--- config.mk ---
export PLATFORM = sky130hd
export DESIGN_NAME = fetch_pc_sequencer
export DESIGN_NICKNAME = d
export VERILOG_FILES = /design/src/rtl/fetch_pc_sequencer.sv
export SDC_FILE = /design/constraint.sdc
export NUM_CORES = 1
export LEC_CHECK = 0
export BUFFER_PORTS_ARGS = -buffer_cell sky130_fd_sc_hd__buf_2
export CORE_AREA = 2 2 127 104
export CTS_BUF_LIST = sky130_fd_sc_hd__clkbuf_4 sky130_fd_sc_hd__clkbuf_8
export CTS_CLUSTER_SIZE = 8
export DETAILED_ROUTE_END_ITERATION = 16
export DIE_AREA = 0 0 129 106
export PLACE_DENSITY = 0.86
export SYNTH_ARGS = -nofsm -noshare
export SYNTH_HDL_FRONTEND = slang
export SYNTH_SLANG_ARGS = --single-unit
--- constraint.sdc ---
create_clock -name clk -period 16.75 [get_ports clk]
set_input_delay 3.35 -clock clk [delete_from_list [all_inputs] [get_ports clk]]
set_output_delay 3.35 -clock clk [all_outputs]
set_load 0.02 [all_outputs]
--- src/rtl/fetch_pc_sequencer.sv ---
// Fetch PC sequencer for the RV32IM core: owns the PC, keeps one instruction-memory
// request in flight, hands fetched words to decode, and handles redirects and misaligned-target faults.
`timescale 1ns/1ps

module fetch_pc_sequencer #(
    parameter logic [31:0] RESET_PC = 32'h0000_0000
) (
    input  logic        clk,
    input  logic        rst,
    input  logic        redirect_valid,
    input  logic [31:0] redirect_pc,
    output logic        imem_req_valid,
    output logic [31:0] imem_req_addr,
    input  logic        imem_req_ready,
    input  logic        imem_rsp_valid,
    input  logic [31:0] imem_rsp_data,
    output logic        inst_valid,
    output logic [31:0] inst,
    output logic [31:0] inst_pc,
    input  logic        inst_ready,
    output logic        fault,
    output logic [31:0] fault_pc
);

    typedef enum logic [2:0] {
        FETCH,
        WAIT,
        OUT,
        DROP,
        FAULT
    } state_e;

    state_e      state_q, state_d;
    logic [31:0] pc_q, pc_d;
    logic [31:0] req_pc_q, req_pc_d;
    logic [31:0] inst_q, inst_d;
    logic [31:0] inst_pc_q, inst_pc_d;
    logic        fault_q, fault_d;
    logic [31:0] fault_pc_q, fault_pc_d;
    logic        target_aligned;

    assign target_aligned = (redirect_pc[1:0] == 2'b00);

    // NOTE: every signal written here gets its hold value first, so no path through
    // the case statement can leave one unassigned and infer a latch.
    always_comb begin
        state_d    = state_q;
        pc_d       = pc_q;
        req_pc_d   = req_pc_q;
        inst_d     = inst_q;
        inst_pc_d  = inst_pc_q;
        fault_d    = fault_q;
        fault_pc_d = fault_pc_q;

        if (redirect_valid) begin
            // While a request is in flight its response must be swallowed before
            // moving on, unless it is arriving in this very cycle.
            if (target_aligned) begin
                pc_d    = redirect_pc;
                fault_d = 1'b0;
                if (state_q == WAIT || state_q == DROP) begin
                    state_d = imem_rsp_valid ? FETCH : DROP;
                end else begin
                    state_d = FETCH;
                end
            end else begin
                fault_d    = 1'b1;
                fault_pc_d = redirect_pc;
                if (state_q == WAIT || state_q == DROP) begin
                    state_d = imem_rsp_valid ? FAULT : DROP;
                end else begin
                    state_d = FAULT;
                end
            end
        end else begin
            case (state_q)
                FETCH: begin
                    if (imem_req_ready) begin
                        req_pc_d = pc_q;
                        pc_d     = pc_q + 32'd4;
                        state_d  = WAIT;
                    end
                end
                WAIT: begin
                    if (imem_rsp_valid) begin
                        inst_d    = imem_rsp_data;
                        inst_pc_d = req_pc_q;
                        state_d   = OUT;
                    end
                end
                OUT: begin
                    if (inst_ready) begin
                        state_d = FETCH;
                    end
                end
                DROP: begin
                    // A misaligned redirect taken while busy parks here with the fault already raised.
                    if (imem_rsp_valid) begin
                        state_d = fault_q ? FAULT : FETCH;
                    end
                end
                FAULT: begin
                    state_d = FAULT;
                end
                default: begin
                    state_d = FETCH;
                end
            endcase
        end
    end

    // NOTE: state updates use non-blocking assignments so every flop samples the
    // pre-edge values regardless of statement order.
    always_ff @(posedge clk or posedge rst) begin
        if (rst) begin
            state_q    <= FETCH;
            pc_q       <= RESET_PC;
            req_pc_q   <= '0;
            inst_q     <= '0;
            inst_pc_q  <= '0;
            fault_q    <= 1'b0;
            fault_pc_q <= '0;
        end else begin
            state_q    <= state_d;
            pc_q       <= pc_d;
            req_pc_q   <= req_pc_d;
            inst_q     <= inst_d;
            inst_pc_q  <= inst_pc_d;
            fault_q    <= fault_d;
            fault_pc_q <= fault_pc_d;
        end
    end

    assign imem_req_valid = (state_q == FETCH) && !redirect_valid && !rst;
    assign imem_req_addr  = pc_q;
    assign inst_valid     = (state_q == OUT);
    assign inst           = inst_q;
    assign inst_pc        = inst_pc_q;
    assign fault          = fault_q;
    assign fault_pc       = fault_pc_q;

endmodule

Word level (Yosys, flattened, before mapping):

Index checks and enable logic that the tools add are counted.
W data, S select, Z words.

* register bits: 164
* bits of input ports: 70
* output and inout port bits: 131
* word-level logic and storage cells: 50

* $add $sub $neg: 1
* eq/ne operators: 9
* mux-type cells: 17
* bitwise gates (word level): 2
* reduce and logical (&&, ||, !) cells: 14

Operator list (count)
* $mux W32: 4
* $add A32 B3 Y32 const B: 1
* $mux W3: 9
* $pmux W3 S5: 1
* $ne A3 B3 Y1 const B: 3
* $reduce_and A3 Y1: 3
* $eq A3 B2 Y1 const B: 2
* $mux W2: 2
* $reduce_and A4 Y1: 1
* $reduce_bool A2 Y1: 2
* $eq A3 B1 Y1 const B: 1
* $eq A3 B3 Y1 const B: 1
* $logic_not A3 Y1: 1
* $ne A3 B2 Y1 const B: 1
* $logic_and A1 B1 Y1: 2
* $logic_not A1 Y1: 2
* $logic_not A2 Y1: 1
* $ne A2 B1 Y1 const B: 1
* $not A1 Y1: 2
* $reduce_and A2 Y1: 1
* $logic_or A1 B1 Y1: 1
* $mux W1: 1

Depth between registers and ports, before layout:

Gate-level depths: netlist of run 1.

* depth after elaboration: 5
* depth in mapped cells: 6
* mapped depth without buffers: 6

Worst setup path before layout of run 1:

Ideal clock, no wire load.

* path type: input to output
* start: input port rst
* end: output port imem_req_valid
* data arrival time: 7.289 ns
* required time: 13.400 ns
* path slack: 6.111 ns
* stages: 2
* buffers on the path: 0
* cells stage by stage: inv_1 and2_1

* word-level cells in the longest chain between the ends: 2

Ends and longest elaborated chain
* start: declaration: RTL line 9 `input logic rst,`
* $logic_not A1 Y1: RTL line 134 `assign imem_req_valid = (state_q == FETCH) && !redirect_valid && !rst;`
* $logic_and A1 B1 Y1: RTL line 134
* end: declaration: RTL line 12 `output logic imem_req_valid,`

No other way between the ends.

Final worst setup path of run 1:

* start: input port redirect_valid
* end: output port imem_req_valid

* word-level cells in the longest chain between the ends: 3

Ends and longest elaborated chain
* start: declaration: RTL line 10 `input logic redirect_valid,`
* $logic_not A1 Y1: RTL line 134
* $logic_and A1 B1 Y1 (2 in a row): RTL line 134

No other way between the ends.

==> impl_results.md, run 1 <==
* Status: finished, final reports clean
* Final setup fails at 0
* Minimum clock period at 7.986 ns
* Die H at 106 um
* Final Hold Fails at 0
* Type of the tightest min-delay check: reg2reg
* Drt drc at 0
* Routed len/inst at 17.65 um
* Max cap viols at 0
* First-pass GRT wire length at 27.09 mm
* CTS buffer count at 17
* Clock network fraction of total power at 0.237
* WP data arrival at 4.64 ns
* #FFs+latches synth at 164
* Net Sw Frac at 0.3522
* Tightest Pin Transition at 1.229 ns
* Combinational power share at 0.295
* Clock slew seen by the registers of the worst setup and hold paths at 0.08 ns
* Unrepaired setup endpoints after global routing: false
* Hpwl dp at 12.24 mm
* Layout area overhead at 21.31%
* Ant diodes at 0
* Mean Syn Cell Area at 11.77 um2
* Int Pwr at 0.8033 mW
* Final max-slew violation count at 0
* Sw Pwr at 0.4367 mW
* Core ar. at 0.01255 mm2
* Largest net degree at the start of global routing at 64
* Fin crit share at 0.4768
* Max Root-Sink Buffers at 2
* Primary FF master, synth: dfrtp_1
* Reg power frac at 0.468
* Synth Cell Area at 0.007035 mm2
* Syn_nets at 669
* Commonest non-fill, non-tap cell in the layout: buf_2
* Synth Instances at 598
* Share of cells above drive strength 1 at 0.4309
* Rows at 37
* Setup bufs post-CTS at 0
* Total negative setup slack at 0 ns
* Synthesis warning total at 0
* Worst Skew at 0.01202 ns
* WP data required at 13.40 ns
* CTS Sinks at 164
* IO Count at 201
* Number of library cell types mapped by synthesis at 50
* Asr flop ratio synth at 1.000
* Die width at 129 um
* First DRT Iteration DRCs at 399
* Critical path startpoint category: primary input
* WL final at 17.27 mm
* Die ar. at 0.01367 mm2
* CP Class: in2out
* Static Leakage at 4.334 nW
* Via/cell ratio at 5.577
* Pwr per Cell Area at 145.3 mW/mm2
* Total gr overflow at 0
* Vias in the first global route at 5,373
* Register area share after synthesis at 0.5833
* Initial antenna violation count at 0
* CTS root buf: clkbuf_8
* Port bufs at 200
* Clock Latency Late Sink at 0.45 ns
* Final total power at 1.240 mW
* Headroom to the max-slew limit at 0.1772
* Worst vdd rail ir drop at 0.00009568 V
* Placer Congestion at 0.8841
* CTS Hold Buffers Added at 0
* Setup crit end kind: output pin
* Nets@finish at 862
* Post-synth EDFFs at 0
* Cts repair resizes at 0
* Vias at 5,454
* H-tree levels at 4
* CTS tree: built
* Starting Density at 0.5608
* Overall fraction of global-route tracks in use at 0.2593
* Max Fclk at 0.1252 GHz
* 1st-pass router iterations at 5
* Commonest non-fill, non-tap cells in the layout: buf_2, dfrtp_1, nand2_1
* Final ANT Viol Nets at 0
* CP Max Fanout at 38
## layer usage
metal,share of wire,global-route usage
met1,0.42,0.3354
met5,0,0
met4,0.013,0.09239
met3,0.084,0.06643
met2,0.48,0.4263
## critical path, stage by stage
cell and delay (ns):
buf_2 0.33, nor4_2 0.60, and2_1 0.19, buf_2 0.16
## logic make-up (layout without fill, tap and decap cells)
group           Yosys count  count (layout)  share of synthesized area
buf+inv                  38             243                    0.03219
simple gates            206             206                     0.1403
mux                     109             109                     0.1718
fa+ha+maj                 1               1                   0.001778
flops                   164             164                     0.5833
compound gates           80              80                    0.07060
## cells in the mapped netlist (2+ instances only)
cell,instances,area (um2)
mux2_2,94,1059
nand2_1,117,439.2
dfrtp_1,164,4104
nor2_1,29,108.9
and3_1,4,25.02
mux2i_1,15,150.1
inv_1,5,18.77
nand4_1,4,25.02
nor2b_1,3,18.77
buf_6,5,56.30
clkbuf_8,3,41.29
nor4_2,2,25.02
nor3_1,10,50.05
and2_1,2,12.51
or3_1,2,12.51
o21ai_0,21,105.1
clkbuf_1,17,63.81
buf_2,3,15.01
a22oi_1,12,90.09
nand3_1,14,70.07
nand4_4,2,42.54
o22ai_1,13,81.33
a21oi_1,19,95.09
o21ai_1,2,10.01
nor3b_1,5,37.54
buf_1,2,7.510
a211oi_1,2,15.01
a22o_1,3,26.28
a311o_1,3,30.03
## power groups by stage
| stage | combinational (mW) | sequential [mW] | clock [mW] |
|---|---|---|---|
| 6_report | 0.366 | 0.581 | 0.294 |
| 5_1_grt | 0.396 | 0.595 | 0.313 |
| 4_1_cts | 0.370 | 0.580 | 0.299 |
| 3_5_place_dp | 0.369 | 0.588 | 0 |
| 3_3_place_gp | 0.356 | 0.577 | 0 |
| 2_1_floorplan | 0.146 | 0.669 | 0 |
## path summary, 6_finish.rpt
kind                           startpoint                end  slack (ns)  depth (start not counted)
max in group asynchronous             rst       fault_pc[26]       11.94                          4
min in group asynchronous             rst           inst[31]        2.89                          2
setup / recovery           redirect_valid     imem_req_valid        8.76                          4
hold / removal               req_pc_q[16]       req_pc_q[16]        0.48                          2
setup reg to reg               state_q[1]  imem_req_addr[26]       14.36                          6
hold reg to reg              req_pc_q[16]       req_pc_q[16]        0.48                          2
## layout make-up
| type | instances | area, um2 |
|---|---|---|
| clock buffers | 22 | 277.8 |
| fillers | 940 | 4011 |
| inverters | 6 | 27.53 |
| clock inverters | 9 | 130.1 |
| well taps | 175 | 219.0 |
| flip-flops and latches | 164 | 4104 |
| multi-input cells | 396 | 2730 |
| repair buffers | 206 | 1046 |
## flip-flops by register name, indices dropped and copies added (netlist names)
signal,count
fault_pc,32
imem_req_addr,32
inst,32
inst_pc,32
req_pc_q,32
state_q,3
fault,1
## stage by stage
| step | setup slack (ns) | hold slack [ns] | utilization | cells | area, um2 |
|---|---|---|---|---|---|
| 3_5_place_dp | 8.766 | 0.4592 | 0.6478 | 947 | 8127 |
| 3_3_place_gp | 8.815 | 0.4539 | 0.6478 | 947 | 8127 |
| 2_1_floorplan | 6.111 | 0.4418 | - | 598 | 7036 |
| 4_1_cts | 8.771 | 0.4798 | 0.6803 | 978 | 8534 |
| 5_1_grt | 8.667 | 0.5062 | 0.6803 | 978 | 8534 |
| 6_report | 8.764 | 0.4776 | 0.6803 | 978 | 8534 |
Note: power is estimated with default switching activity, not from simulation.
==> run 2, diff against run 1 <==
==> config.mk (replaced) <==
export PLATFORM = sky130hd
export DESIGN_NAME = fetch_pc_sequencer
export DESIGN_NICKNAME = d
export VERILOG_FILES = /design/src/rtl/fetch_pc_sequencer.sv
export SDC_FILE = /design/constraint.sdc
export NUM_CORES = 1
export LEC_CHECK = 0
export ABC_AREA = 1
export BUFFER_PORTS_ARGS = -buffer_cell sky130_fd_sc_hd__buf_2
export CORE_AREA = 2 2 140 115
export CTS_BUF_LIST = sky130_fd_sc_hd__clkbuf_4 sky130_fd_sc_hd__clkbuf_8
export CTS_CLUSTER_SIZE = 8
export DETAILED_ROUTE_END_ITERATION = 16
export DIE_AREA = 0 0 142 117
export PLACE_DENSITY = 0.77
export SYNTH_ARGS = -nofsm -noshare
export SYNTH_HDL_FRONTEND = slang
export SYNTH_SLANG_ARGS = --single-unit
==> constraint.sdc (replaced) <==
create_clock -name clk -period 7.2 [get_ports clk]
set_input_delay 1.44 -clock clk [delete_from_list [all_inputs] [get_ports clk]]
set_output_delay 1.44 -clock clk [all_outputs]
set_load 0.02 [all_outputs]
==> run 2 against run 1 <==
Effect of this change:
- power grew to 2.9 times the previous value
- non-clock buffer count shrank 2
- via count grew 13%
- first-iteration DRC count grew 8.8%
- sequential power grew to 2.7 times the previous value
- sequential share of layout area shrank 1.1 points
- largest cell class unchanged
- register-to-register slack lost 9.5 ns
==> impl_results.md, run 2 <==
* Area of the multi-input gates at 0.002686 mm2 (was 0.002730 mm2)
* Setup ws final at 3.169 ns (was 8.764 ns)
* Number of library cell types mapped by synthesis at 30 (was 50)
* Syn_nets at 897 (was 669)
* CTS Hold Buffers Added at 0 (unchanged)
* CTS root buf: clkbuf_8 (unchanged)
* Via/cell ratio at 5.051 (was 5.577)
* Starting Density at 0.4749 (was 0.5608)
* Nets@finish at 1,086 (was 862)
* Setup crit end kind: output pin (unchanged)
* Register Area at 0.004104 mm2 (unchanged)
* Die width at 142 um (was 129 um)
* Unrepaired setup endpoints after global routing: false (unchanged)
* Headroom to the max-slew limit at 0.1708 (was 0.1772)
* Sw Pwr at 1.546 mW (was 0.4367 mW)
* Clock slew seen by the registers of the worst setup and hold paths at 0.08 ns (about the same)
* Final max-slew violation count at 0 (unchanged)
* Critical path startpoint category: primary input (unchanged)
* WP data required at 5.76 ns (was 13.40 ns)
* Initial antenna violation count at 0 (unchanged)
* Max cap viols at 0 (unchanged)
* CTS Sinks at 164 (unchanged)
* Top cells by count, synth: nand2_1, dfrtp_1, o21ai_0, inv_1, nor2_1 (was dfrtp_1, nand2_1, mux2_2, nor2_1, o21ai_0)
* Final instance area at 0.008742 mm2 (was 0.008534 mm2)
* Cts repair resizes at 0 (unchanged)
* #FFs+latches synth at 164 (unchanged)
* Die H at 117 um (was 106 um)
* Total gr overflow at 0 (unchanged)
* Placer Congestion at 0.8950 (was 0.8841)
* Fin crit share at 0.5598
* Largest stage delay, worst path at 0.33 ns (was 0.60 ns)
* Most numerous cell in the Yosys netlist: nand2_1 (was dfrtp_1)
* Max Fclk at 0.2481 GHz
* IO Count at 201 (unchanged)
* Synthesis warning total at 0 (unchanged)
* Vias at 6,167 (was 5,454)
* Hold endpoint: fault_pc[22] (was req_pc_q[16])
* Mean Syn Cell Area at 8.819 um2 (was 11.77 um2)
* Routed len/inst at 15.11 um (was 17.65 um)
* Worst Hold Slack at 0.4717 ns (was 0.4776 ns)
* Minimum clock period at 4.031 ns
* Reg power frac at 0.444 (was 0.468)
* Status: finished, final reports clean (unchanged)
* Port bufs at 200 (unchanged)
* Drt drc at 0 (unchanged)
* Total negative setup slack at 0 ns (unchanged)
* Pre-CTS WS at 2.750 ns (was 8.766 ns)
* R2r endpoint: imem_req_addr[7] (was imem_req_addr[26])
* FF-to-FF setup slack at 4.91 ns (was 14.36 ns)
* H-tree levels at 4 (unchanged)
* Synth Cell Area at 0.007284 mm2 (was 0.007035 mm2)
* Synth Instances at 826 (was 598)
* CP Depth at 6 (was 4)
* Type of the tightest min-delay check: reg2reg (unchanged)
* Clock network fraction of total power at 0.169 (was 0.237)
* Synth top area share at 0.5634 (was 0.5833)
* CP Class: in2out (unchanged)
* Share of cells above drive strength 1 at 0.2860 (was 0.4309)
* Synth area leader: dfrtp_1 (unchanged)
* Min-Delay Path Depth at 2 (unchanged)
* First-pass GRT wire length at 29.30 mm (was 27.09 mm)
* R2r startpoint: state_q[1] (unchanged)
* Vias in the first global route at 5,753 (was 5,373)
* CTS buffer count at 17 (unchanged)
* Hpwl dp at 13.30 mm (was 12.24 mm)
* Slowest CP cell: nor2_1 (was nor4_2)
* CP Max Fanout at 58 (was 38)
* WL final at 18.45 mm (was 17.27 mm)
* Clock Latency Late Sink at 0.45 ns (about the same)
* Delay-heaviest family, CP: simple AND/OR/NAND/NOR gates (unchanged)
* Final ANT Viol Nets at 0 (unchanged)
* Combinational power share at 0.387 (was 0.295)
* Net Sw Frac at 0.4354 (was 0.3522)
* Final total power at 3.551 mW (was 1.240 mW)
* Static Leakage at 4.532 nW (was 4.334 nW)
* WP data arrival at 2.59 ns (was 4.64 ns)
* Top area cells in the synthesized netlist: dfrtp_1, nand2_1, o21ai_0 (was dfrtp_1, mux2_2, nand2_1)
* Commonest non-fill, non-tap cell in the layout: nand2_1 (was buf_2)
* Tightest Pin Transition at 1.244 ns (was 1.229 ns)
* Placed inst area at 0.008394 mm2 (was 0.008127 mm2)
* Critical Path, Cell by Cell: buf_2 > buf_4 > nor2_1 > nand3_1 > nor2_1 > buf_2 (was buf_2 > nor4_2 > and2_1 > buf_2)
* Commonest non-fill, non-tap cells in the layout: nand2_1, buf_2, dfrtp_1 (was buf_2, dfrtp_1, nand2_1)
* Worst Skew at 0.01305 ns (was 0.01202 ns)
* Overall fraction of global-route tracks in use at 0.2280 (was 0.2593)
* Final Hold Fails at 0 (unchanged)
* Rows at 41 (was 37)
* Largest net degree at the start of global routing at 85 (was 64)
* Hold wc startpoint: fault_pc[22] (was req_pc_q[16])
* First DRT Iteration DRCs at 434 (was 399)
* Register area share after synthesis at 0.5634 (was 0.5833)
* Core ar. at 0.01534 mm2 (was 0.01255 mm2)
* Buf/Inv on CP at 3 (was 2)
* Max Root-Sink Buffers at 2 (unchanged)
* Final setup fails at 0 (unchanged)
* Fill count at 1,419 (was 940)
* Layout area overhead at 20.01% (was 21.31%)
* Primary FF master, synth: dfrtp_1 (unchanged)
* Asr flop ratio synth at 1.000 (unchanged)
* Ant diodes at 0 (unchanged)
* Post-synth EDFFs at 0 (unchanged)
* Setup bufs post-CTS at 0 (unchanged)
* CTS tree: built (unchanged)
* Pwr per Cell Area at 406.2 mW/mm2 (was 145.3 mW/mm2)
* Reg2Reg Depth at 8 (was 6)
* 1st-pass router iterations at 5 (unchanged)
* Int Pwr at 2.005 mW (was 0.8033 mW)
* Worst vdd rail ir drop at 0.0001562 V (was 0.00009568 V)
* Die ar. at 0.01661 mm2 (was 0.01367 mm2)
==> run 2: cell families (layout without fill, tap and decap cells) <==
kind of cell | count (synthesis) | in the layout | share of synthesized area
and+or+nand+nor | 352 | 352 | 0.2015
buffers and inverters | 121 | 323 | 0.06957
DFF | 164 | 164 | 0.5634
muxes | 32 | 32 | 0.04947
AOI/OAI and AO/OA | 156 | 156 | 0.1144
adders and majority gates | 1 | 1 | 0.001717
==> run 2: layout make-up <==
cell class,count,share of cell area
sequential,164,0.4694
multi-input combinational,541,0.3073
timing repair buffer,204,0.1179
inverter,87,0.03793
clock buffer,18,0.02834
tap,193,0.02762
clock inverter,14,0.01145
==> run 2: per-layer routing <==
metal  track usage  vias to the layer above  wire (um)
li1              -                     3031          -
met1        0.3136                     2890       8550
met2        0.3581                      223       8307
met3       0.05736                       23       1321
met4       0.07667                        0        268
met5             0                        -          0
==> run 2: metrics by stage <==
step | utilization | instances
floorplan | - | 826
global placement | 0.5473 | 1189
detailed placement | 0.5473 | 1189
CTS | 0.5699 | 1221
global route | 0.5699 | 1221
finish | 0.5699 | 1221
==> run 2: worst max-delay path by stage <==
stage | from | end | slack (ns)
finish | redirect_valid | imem_req_valid | 3.17
global route | redirect_valid | fault_pc[4] | 2.95
CTS | redirect_valid | imem_req_valid | 3.16
detailed placement | redirect_valid | fault_pc[3] | 2.75
global placement | redirect_valid | fault_pc[4] | 2.99
floorplan | rst | fault | 1.33
==> run 2: worst min-delay path, stage by stage, from the launching register on <==
cell and delay [ns]:
dfrtp_1 0.34, nand2_1 0.05, nand2_1 0.05
==> run 2: power groups by stage <==
stage	clock, mW	combinational [mW]	sequential, mW
floorplan	0	0.603	1.85
global placement	0	1.35	1.57
detailed placement	0	1.38	1.59
CTS	0.618	1.39	1.57
global route	0.656	1.54	1.62
finish	0.601	1.37	1.58
==> run 3, diff against run 2 <==
--- a/config.mk
+++ b/config.mk
@@ -7,12 +7,12 @@
 export LEC_CHECK = 0
 export ABC_AREA = 1
 export BUFFER_PORTS_ARGS = -buffer_cell sky130_fd_sc_hd__buf_2
-export CORE_AREA = 2 2 140 115
+export CORE_AREA = 2 2 133 109
 export CTS_BUF_LIST = sky130_fd_sc_hd__clkbuf_4 sky130_fd_sc_hd__clkbuf_8
 export CTS_CLUSTER_SIZE = 8
 export DETAILED_ROUTE_END_ITERATION = 16
-export DIE_AREA = 0 0 142 117
-export PLACE_DENSITY = 0.77
+export DIE_AREA = 0 0 135 111
+export PLACE_DENSITY = 0.81
 export SYNTH_ARGS = -nofsm -noshare
 export SYNTH_HDL_FRONTEND = slang
 export SYNTH_SLANG_ARGS = --single-unit
==> constraint.sdc (replaced) <==
create_clock -name clk -period 4.1 [get_ports clk]
set_input_delay 0.82 -clock clk [delete_from_list [all_inputs] [get_ports clk]]
set_output_delay 0.82 -clock clk [all_outputs]
set_load 0.02 [all_outputs]
==> run 3 against run 2 <==
Effect of this change:
- global-route usage is 2.7 points higher
- first-iteration DRC count is 11% higher
- clock power is 130% higher
- register-to-register slack worse by 3.0 ns
- largest power group unchanged
- combinational power is 77% higher
- power is 85% higher
- sequential power is 75% higher
- setup slack worse by 1.6 ns
- clock skew is 0.0041 ns lower
- critical endpoint unchanged
- wire length is 2.8% lower
- count of clock-buffer cells in the layout is 3 higher
- critical path depth is 1 lower
==> impl_results.md, run 3 (synthesis gave the netlist of run 2 again) <==
* Setup bufs post-CTS at 0 (unchanged)
* CP Max Fanout at 5 (was 58)
* Total gr overflow at 0 (unchanged)
* First-pass GRT wire length at 29.67 mm (was 29.30 mm)
* Commonest non-fill, non-tap cell in the layout: nand2_1 (unchanged)
* Placed inst area at 0.008417 mm2 (was 0.008394 mm2)
* Routed len/inst at 14.75 um (was 15.11 um)
* Unrepaired setup endpoints after global routing: false (unchanged)
* First DRT Iteration DRCs at 483 (was 434)
* Rows at 39 (was 41)
* Largest net degree at the start of global routing at 165 (was 85)
* Commonest non-fill, non-tap cells in the layout: nand2_1, buf_2, dfrtp_1 (unchanged)
* Worst Skew at 0.008968 ns (was 0.01305 ns)
* Fin crit share at 0.6096
* Max cap viols at 0 (unchanged)
* H-tree levels at 4 (unchanged)
* Die H at 111 um (was 117 um)
* Max Root-Sink Buffers at 2 (unchanged)
* Tightest Pin Transition at 0.9050 ns (was 1.244 ns)
* CTS buffer count at 17 (unchanged)
* CTS tree: built (unchanged)
* IO Count at 201 (unchanged)
* Drt drc at 0 (unchanged)
* Die ar. at 0.01499 mm2 (was 0.01661 mm2)
* Final max-slew violation count at 0 (unchanged)
* Setup crit end kind: output pin (unchanged)
* Final instance area at 0.008890 mm2 (was 0.008742 mm2)
* Worst vdd rail ir drop at 0.0003620 V (was 0.0001562 V)
* Total negative setup slack at 0 ns (unchanged)
* Headroom to the max-slew limit at 0.3960 (was 0.1708)
* Final ANT Viol Nets at 0 (unchanged)
* Initial antenna violation count at 0 (unchanged)
* Final Hold Fails at 0 (unchanged)
* CTS Hold Buffers Added at 0 (unchanged)
* Layout area overhead at 22.04% (was 20.01%)
* 1st-pass router iterations at 5 (unchanged)
* Ant diodes at 0 (unchanged)
* WL final at 17.92 mm (was 18.45 mm)
* Starting Density at 0.5256 (was 0.4749)
* Clock slew seen by the registers of the worst setup and hold paths at 0.08 ns (about the same)
* Port bufs at 200 (unchanged)
* Minimum clock period at 2.499 ns
* Share of cells above drive strength 1 at 0.2881 (was 0.2860)
* Type of the tightest min-delay check: reg2reg (unchanged)
* Final setup fails at 0 (unchanged)
* Vias in the first global route at 5,918 (was 5,753)
* CTS Sinks at 164 (unchanged)
* Cts repair resizes at 0 (unchanged)
* Nets@finish at 1,089 (was 1,086)
* Placer Congestion at 0.8776 (was 0.8950)
* Status: finished, final reports clean (unchanged)
* Vias at 6,132 (was 6,167)
* Overall fraction of global-route tracks in use at 0.2550 (was 0.2280)
* Static Leakage at 4.592 nW (was 4.532 nW)
* Max Fclk at 0.4001 GHz
* CTS root buf: clkbuf_8 (unchanged)
* Clock Latency Late Sink at 0.47 ns (was 0.45 ns)
* WP data required at 3.28 ns (was 5.76 ns)
* Pwr per Cell Area at 737.6 mW/mm2 (was 406.2 mW/mm2)
* Core ar. at 0.01386 mm2 (was 0.01534 mm2)
* Hpwl dp at 12.61 mm (was 13.30 mm)
* CP Class: in2out (unchanged)
* WP data arrival at 1.68 ns (was 2.59 ns)
* Die width at 135 um (was 142 um)
* Critical path startpoint category: primary input (unchanged)
* Fill count at 1,167 (was 1,419)
* Via/cell ratio at 5.047 (was 5.051)
[run 3: routing by layer]
| layer | wire length (um) | global-route usage |
|---|---|---|
| met2 | 7781 | 0.3641 |
| met1 | 8308 | 0.3745 |
| met5 | 0 | 0 |
| met3 | 1542 | 0.07910 |
| met4 | 292 | 0.07986 |
[run 3: power by group]
group          total [mW]  switching [mW]  leakage, nW  internal [mW]
sequential           2.77           0.529         2.00           2.24
combinational        2.42            1.58         2.36          0.845
clock                1.36           0.590        0.234          0.774
[run 3: worst paths after layout]
kind                       slack, ns      startpoint  depth (start not counted)             end
min in group asynchronous       0.55             rst                          3    fault_pc[19]
min                             0.48    fault_pc[26]                          2    fault_pc[26]
max reg2reg                     1.93      state_q[1]                          5      inst_pc[7]
max                             1.60  redirect_valid                          5  imem_req_valid
min reg2reg                     0.48    fault_pc[26]                          2    fault_pc[26]
max in group asynchronous       2.84             rst                          3         inst[7]
[run 3: layout make-up]
class / instances / area, um2 / area share
multi-input combinational: 541 / 2686 / 0.3022
sequential: 164 / 4104 / 0.4616
inverter: 87 / 330.3 / 0.03716
timing repair buffer: 207 / 1066 / 0.1199
clock inverter: 11 / 196.4 / 0.02210
tap: 184 / 230.2 / 0.02590
clock buffer: 21 / 276.5 / 0.03110
[run 3: worst max-delay path, stage by stage]
cell and delay [ns]:
buf_2 0.13, nor2_1 0.26, nand3_1 0.19, nor2_1 0.11, buf_2 0.17
[run 3: per-stage QoR]
step	std cells	worst slack [ns]	power, mW	utilization	hold slack, ns
6_report	1215	1.601	6.557	0.6415	0.4772
4_1_cts	1215	1.609	6.594	0.6415	0.4808
3_3_place_gp	1183	1.396	5.142	0.6073	0.4582
2_1_floorplan	826	1.195	4.300	-	0.4835
5_1_grt	1215	1.547	7.033	0.6415	0.5090
3_5_place_dp	1183	1.311	5.221	0.6073	0.4585
